### src/rtl/zero_mem_arbiter.sv
// Round-robin arbiter sharing one memory port among NR_REQ requesters, one transaction in flight.
// Optional response watchdog enabled by defining ZERO_MEM_ARB_TIMEOUT_EN.
module zero_mem_arbiter #(
  parameter int NR_REQ  = 2,
  parameter int ADDR_W  = 64,
  parameter int DATA_W  = 64,
  parameter int TIMEOUT = 256
) (
  input  logic                         clock,
  input  logic                         reset_n,
  input  logic [NR_REQ-1:0]            req_valid,
  output logic [NR_REQ-1:0]            req_ready,
  input  logic [NR_REQ*ADDR_W-1:0]     req_addr,
  input  logic [NR_REQ-1:0]            req_wen,
  input  logic [NR_REQ*DATA_W-1:0]     req_wdata,
  input  logic [NR_REQ*DATA_W/8-1:0]   req_wmask,
  output logic [NR_REQ-1:0]            resp_valid,
  output logic [DATA_W-1:0]            resp_rdata,
  output logic                         resp_err,
  output logic                         mem_req_valid,
  input  logic                         mem_req_ready,
  output logic [ADDR_W-1:0]            mem_addr,
  output logic                         mem_wen,
  output logic [DATA_W-1:0]            mem_wdata,
  output logic [DATA_W/8-1:0]          mem_wmask,
  input  logic                         mem_resp_valid,
  input  logic [DATA_W-1:0]            mem_rdata,
  output logic                         busy
);

  localparam int PTR_W  = (NR_REQ > 1) ? $clog2(NR_REQ) : 1;
  localparam int STRB_W = DATA_W / 8;

  typedef enum logic [1:0] {
    IDLE  = 2'd0,
    ISSUE = 2'd1,
    WAIT  = 2'd2
  } state_t;

  state_t                state_q, state_d;
  logic [PTR_W-1:0]      rr_ptr_q, rr_ptr_d;
  logic [PTR_W-1:0]      owner_q, owner_d;
  logic                  active_q, active_d;
  logic [ADDR_W-1:0]     addr_q, addr_d;
  logic                  wen_q, wen_d;
  logic [DATA_W-1:0]     wdata_q, wdata_d;
  logic [STRB_W-1:0]     wmask_q, wmask_d;

  logic                  grant_found_s;
  logic [PTR_W-1:0]      grant_idx_s;
  logic [PTR_W:0]        cand_s;
  logic [PTR_W-1:0]      next_ptr_s;
  logic                  timeout_s;

  // Circular scan for the first pending requester starting at rr_ptr.
  always_comb begin
    grant_found_s = 1'b0;
    grant_idx_s   = '0;
    cand_s        = '0;
    for (int i = 0; i < NR_REQ; i++) begin
      cand_s = {1'b0, rr_ptr_q} + (PTR_W+1)'(i);
      if (cand_s >= (PTR_W+1)'(NR_REQ)) begin
        cand_s = cand_s - (PTR_W+1)'(NR_REQ);
      end else begin
        cand_s = cand_s;
      end
      if (!grant_found_s && req_valid[cand_s[PTR_W-1:0]]) begin
        grant_found_s = 1'b1;
        grant_idx_s   = cand_s[PTR_W-1:0];
      end else begin
        grant_found_s = grant_found_s;
      end
    end
  end

  assign next_ptr_s = (owner_q == PTR_W'(NR_REQ - 1)) ? '0 : owner_q + PTR_W'(1);

`ifdef ZERO_MEM_ARB_TIMEOUT_EN
  localparam int CNT_W = $clog2(TIMEOUT + 1);
  logic [CNT_W-1:0] tmo_cnt_q, tmo_cnt_d;

  // Watchdog counter: cleared while issuing, counts silent WAIT cycles.
  always_comb begin
    tmo_cnt_d = tmo_cnt_q;
    if (state_q == ISSUE) begin
      tmo_cnt_d = '0;
    end else if ((state_q == WAIT) && !mem_resp_valid) begin
      tmo_cnt_d = tmo_cnt_q + CNT_W'(1);
    end else begin
      tmo_cnt_d = tmo_cnt_q;
    end
  end

  // Watchdog counter register.
  always_ff @(posedge clock or negedge reset_n) begin
    if (!reset_n) begin
      tmo_cnt_q <= '0;
    end else begin
      tmo_cnt_q <= tmo_cnt_d;
    end
  end

  // Fires on the WAIT cycle whose increment would reach TIMEOUT.
  assign timeout_s = (state_q == WAIT) && !mem_resp_valid &&
                     (tmo_cnt_q == CNT_W'(TIMEOUT - 1));
`else
  assign timeout_s = 1'b0;
`endif

  // Next-state and combinational handshake outputs.
  always_comb begin
    state_d    = state_q;
    rr_ptr_d   = rr_ptr_q;
    owner_d    = owner_q;
    active_d   = 1'b1;
    addr_d     = addr_q;
    wen_d      = wen_q;
    wdata_d    = wdata_q;
    wmask_d    = wmask_q;
    req_ready  = '0;
    resp_valid = '0;
    resp_err   = 1'b0;
    resp_rdata = mem_rdata;
    case (state_q)
      IDLE: begin
        // active_q holds off grants until the first edge after reset release.
        if (active_q && grant_found_s) begin
          req_ready[grant_idx_s] = 1'b1;
          owner_d = grant_idx_s;
          addr_d  = req_addr[grant_idx_s*ADDR_W +: ADDR_W];
          wen_d   = req_wen[grant_idx_s];
          wdata_d = req_wdata[grant_idx_s*DATA_W +: DATA_W];
          wmask_d = req_wmask[grant_idx_s*STRB_W +: STRB_W];
          state_d = ISSUE;
        end else begin
          state_d = IDLE;
        end
      end
      ISSUE: begin
        if (mem_req_ready) begin
          state_d = WAIT;
        end else begin
          state_d = ISSUE;
        end
      end
      WAIT: begin
        resp_valid[owner_q] = mem_resp_valid | timeout_s;
        if (mem_resp_valid) begin
          rr_ptr_d = next_ptr_s;
          state_d  = IDLE;
        end else if (timeout_s) begin
          resp_err   = 1'b1;
          resp_rdata = '0;
          rr_ptr_d   = next_ptr_s;
          state_d    = IDLE;
        end else begin
          state_d = WAIT;
        end
      end
      default: begin
        state_d = IDLE;
      end
    endcase
  end

  // State, pointer and latched request registers.
  always_ff @(posedge clock or negedge reset_n) begin
    if (!reset_n) begin
      state_q  <= IDLE;
      rr_ptr_q <= '0;
      owner_q  <= '0;
      active_q <= 1'b0;
      addr_q   <= '0;
      wen_q    <= 1'b0;
      wdata_q  <= '0;
      wmask_q  <= '0;
    end else begin
      state_q  <= state_d;
      rr_ptr_q <= rr_ptr_d;
      owner_q  <= owner_d;
      active_q <= active_d;
      addr_q   <= addr_d;
      wen_q    <= wen_d;
      wdata_q  <= wdata_d;
      wmask_q  <= wmask_d;
    end
  end

  assign mem_req_valid = (state_q == ISSUE);
  assign mem_addr      = addr_q;
  assign mem_wen       = wen_q;
  assign mem_wdata     = wdata_q;
  assign mem_wmask     = wmask_q;
  assign busy          = (state_q != IDLE);

endmodule

### config.mk
export PLATFORM = sky130hd
export DESIGN_NAME = zero_mem_arbiter
export DESIGN_NICKNAME = d
export VERILOG_FILES = /design/src/rtl/zero_mem_arbiter.sv
export SDC_FILE = /design/constraint.sdc
export NUM_CORES = 1
export LEC_CHECK = 0
export CAP_MARGIN = 20
export CELL_PAD_IN_SITES_DETAIL_PLACEMENT = 0
export CELL_PAD_IN_SITES_GLOBAL_PLACEMENT = 1
export CORE_AREA = 5 5 210 212
export DETAILED_ROUTE_END_ITERATION = 6
export DIE_AREA = 0 0 215 217
export GPL_TIMING_DRIVEN = 0
export PLACE_DENSITY_LB_ADDON = 0.1
export SYNTH_ARGS = -nofsm -noshare
export SYNTH_HDL_FRONTEND = slang
export SYNTH_SLANG_ARGS = --single-unit
### constraint.sdc
create_clock -name clock -period 2.1 [get_ports clock]
set_input_delay 0.21 -clock clock [delete_from_list [all_inputs] [get_ports clock]]
set_output_delay 0.21 -clock clock [all_outputs]
set_load 0.02 [all_outputs]
* Word level (Yosys, flattened, before mapping)
Cells that the tools add are included.
Storage, ports and cells: flip-flop bits (word level) 142, input port bits 344, output and inout port bits 208, word-level logic and storage cells 59
Operators by class: $add $sub $neg 4, order comparisons 8, equality and inequality tests 2, shifts and indexed selects 3, mux-type cells 24, bitwise gates (word level) 1, reduce and logical (&&, ||, !) cells 9
Operators with widths (count):
- indexed part select 128 x 8 -> 64 bit | 2
- 2-to-1 mux 1 bit | 16
- indexed part select 16 x 5 -> 8 bit | 1
- 2-to-1 mux 2 bit | 5
- less-than comparator 1 x 2 -> 1 bit (second input constant) | 4
- one-hot mux 2 bit (3 select lines) | 1
- logical AND 1 bit | 4
- AND reduction 2 bit | 2
- adder 1 x 1 -> 2 bit (second input constant) | 1
- AND 2 bit | 1
- demux 1 bit (select 1 bit) | 2
- equality test 2 x 1 -> 1 bit (second input constant) | 1
- equality test 2 bit (second input constant) | 1
- greater-or-equal comparator 1 bit (second input constant) | 2
- greater-or-equal comparator 1 x 2 -> 1 bit (second input constant) | 1
- greater-or-equal comparator 2 bit (second input constant) | 1
- zero test 2 bit | 1
- nonzero test 2 bit | 1
- subtractor 1 bit (second input constant) | 2
- adder 1 bit (second input constant) | 1
- zero test 1 bit | 1

* Depth between registers and ports, before layout
depth in word-level cells 14, depth in mapped cells 6, gate-level depth less buffers 3

* Worst setup path before layout
No wires, ideal clock.
path kind register to output, from register state_q[1], to output port req_ready[0], arrival 1.602 ns, slack 0.288 ns, stages on the path, launching flop included 5, path through dfrtp_1 -> or3b_4 -> buf_6 -> buf_6 -> nor3b_1
Between the ends: cells in the longest elaborated chain, start to end 2
RTL lines:
- start: declaration | RTL line 40 | state_t state_q, state_d;
- start signal: assignment | RTL line 178 | state_q <= state_d;
- zero test 2 bit | RTL line 124 | case (state_q)
- 2-to-1 mux 2 bit | RTL line 124
- end: declaration | RTL line 12 | output logic [NR_REQ-1:0] req_ready,
No other way between the ends.

* Worst setup path after layout
from register state_q[0], to output port req_ready[0]
Same word-level chain as after synthesis.

==> metrics.yaml <==
status: "completed"
drv_cap: 0
cts.sinks: 142
fin_skew_ns: 0.01064
timing.final.crit_share_pct: 96.22
synth.top_cell.area_share_pct: 46.27
power_mw: 16.96
dp_hpwl_um: 30510
hold_path.class: "in2async"
swShare_pct: 38.34
use_met3_pct: 7.087
avgSynthCellArea_um2: 10.73
max_freq_mhz: 494.9
rsz0062_at_grt: "yes"
synth_area_leaders: "dfrtp_1 (46%), a221o_1 (18%), nor3_2 (13%)"
relSlewSlack_pct: 57.92
drt.antenna.violating_nets: 0
drive_above_1_share_pct: 20.78
clockBufferDepth: 2
drtIter0Drc: 437
worstSetupEndpointType: "output port"
fin_hold_ws_ns: 0.3248
routed_wl_um: 39400
place.gp.congestion: 0.7369
p_comb_share_pct: 52.3
synth.distinct_cells: 25
cp_cell_sequence: "or3b_4, buf_12, nor3b_2, buf_4"
leakagePower_nw: 5.610
syn_area_mm2: 0.007680
path_class: "reg2out"
max-vdd-ir-drop_mv: 0.4774
setup_violations: 0
vias: 7714
n_fill_cell: 4308
required_ns: 1.89
overflow: 0
power_frac_seq_pct: 28.1
period_needed_ns: 2.021
post_drt_wl_per_cell_um: 22.18
syn_inst: 716
crit_fanout: 13
die_y_um: 217
cpPeakStageDelay_ns: 0.44
cts-root-buf: "clkbuf_16"
synthesis.nets: 1060
die-area_mm2: 0.04666
tritoncts: "done"
io_buffers: 486
grtUsageMet2_pct: 26.50
p_int_mw: 10.46
rrSetupSlack_ns: 0.20
antenna_found_initial: 7
synth_seq_cells: 142
nets: 1570
insertedDiodeCount: 0
power.switching_mw: 6.502
drt_first_pass_iters: 4
core_area_mm2: 0.04176
pwr_density_cell_mw_per_mm2: 1218
startpoint_type: "register"
hold_viol_final: 0
drc: 0
htree_levels: 4
clock_latency_ns: 0.44
grt_use_total_pct: 16.33
cpMaxStageDelayCell: "or3b_4"
final_max_slew_viol_count: 0
route.detailed.vias_per_inst: 4.343
ios: 552
fin_ws_ns: 0.07942
yosys_warnings: 0
use_met1_pct: 20.31
grt_pass1_wl_um: 57400
max_slew.worst_pin.slew_ns: 0.6311
place_ws_ns: -0.7477
yosysTopAreaCell: "dfrtp_1"
grt_max_degree: 76
clk_pin_slew_ns: 0.07
core.rowCount: 75
arrival_ns: 1.81
busiest_layer: "met2"
p_clk_share_pct: 19.6
dieWidth_um: 215
numCtsBuffers: 17
yosysSeqAreaShare_pct: 46.27
grt_pass1_vias: 8318
area_growth_pct: 81.33
start_util_pct: 18.39
layer usage:
metal | vias to the layer above | part of all wire [%]
met5 | - | 0.23
met4 | 14 | 1.2
met3 | 38 | 9.6
met2 | 344 | 47
met1 | 3700 | 42
li1 | 3618 | -
final timing paths:
check | start | endpoint | cells after the start
min in group clock | req_addr[114] | mem_addr[50]$_DFFE_PN0P_ | 2
worst max-delay path | state_q[0]$_DFF_PN0_ | req_ready[0] | 4
worst min register to register | mem_wdata[29]$_DFFE_PN0P_ | mem_wdata[29]$_DFFE_PN0P_ | 1
worst min-delay path | reset_n | mem_wmask[0]$_DFFE_PN0P_ | 2
max in group asynchronous | reset_n | mem_wen$_DFFE_PN0P_ | 3
worst max register to register | state_q[0]$_DFF_PN0_ | mem_wdata[38]$_DFFE_PN0P_ | 6
cell usage in the layout, fill, tap and decap left out, types with 3 or more instances in the layout:
cell             count
a221o_1            137
buf_2               35
buf_4               71
buf_6               13
bufinv_16            4
clkbuf_1            27
clkbuf_16           17
clkbuf_8             3
clkdlybuf4s50_1    480
dfrtp_1            141
nand2_1            138
nor3_1              37
nor3_2             100
logic make-up (layout without fill, tap and decap cells):
kind of cell	Yosys count	after routing	synth area share, %
other	2	2	0.09779
AND/OR/NAND/NOR	287	287	23.27
AO/OA/AOI/OAI	142	142	18.26
flip-flops	142	142	46.27
buffers and inverters	143	664	12.11
repair_timing:
item	4_1_cts	5_1_grt
hold buffers	1	0
cloned	0	0
endpoints found under the setup margin	66	12
pin swaps	0	2
hold endpoints to repair	67	0
gates resized for setup	18	8
buffers inserted	0	5
through the flow:
stage	TNS, ns	util (%)	instance area (µm²)	cells
floorplan	0	-	7680	716
detailed placement	-51.85	31.73	13250	1742
finish	0	33.35	13930	1776
CTS	-0.08732	33.27	13890	1773
global placement	-916.40	31.66	13220	1741
global route	-0.004997	33.35	13930	1776
cell type report:
cell class | instances | area [µm²] | share of cell area, %
buffer | 139 | 925.9 | 6.649
inverter | 2 | 7.507 | 0.05391
multi-input combinational | 431 | 3204 | 23.01
timing repair buffer | 493 | 4945 | 35.51
sequential | 142 | 3555 | 25.53
clock buffer | 24 | 481.7 | 3.459
clock inverter | 6 | 132.6 | 0.9524
tap | 539 | 674.4 | 4.843
Yosys cell counts:
master    count
a21o_1        1
a21oi_1       1
a221o_1     137
a22o_1        1
and2_1        1
and3_1        2
buf_2        35
buf_4        65
buf_6        14
clkbuf_1     27
conb_1        2
dfrtp_1     142
inv_1         2
nand2_1     138
nand2b_1      2
nor2_1        2
nor2b_1       1
nor3_1       37
nor3_2      100
nor3b_1       1
nor3b_2       1
o21ai_0       1
o21ai_1       1
or2_2         1
or3b_4        1
power groups by stage:
| stage | Clock, mW | Sequential [mW] | Combinational, mW |
|---|---|---|---|
| after CTS | 3.45 | 4.78 | 9.02 |
| after floorplan | 0 | 6.26 | 2.93 |
| final | 3.32 | 4.77 | 8.87 |
| after global routing | 3.56 | 4.93 | 9.43 |
| after global placement | 0 | 4.79 | 9.02 |
| after detailed placement | 0 | 4.78 | 9.00 |
sequential cells by signal (all words and copies together) (netlist names):
register,cells
mem_addr,64
mem_wdata,64
mem_wmask,8
state_q,2
active_q,1
mem_wen,1
owner_q,1
rr_ptr_q,1
critical path, delay by kind of cell, from the launching register on:
kind                   cells  cell delay (ns)
AND/OR/NAND/NOR            2             0.61
flip-flops                 1             0.43
buffers and inverters      2             0.32
(Power assumes the default switching activity.)
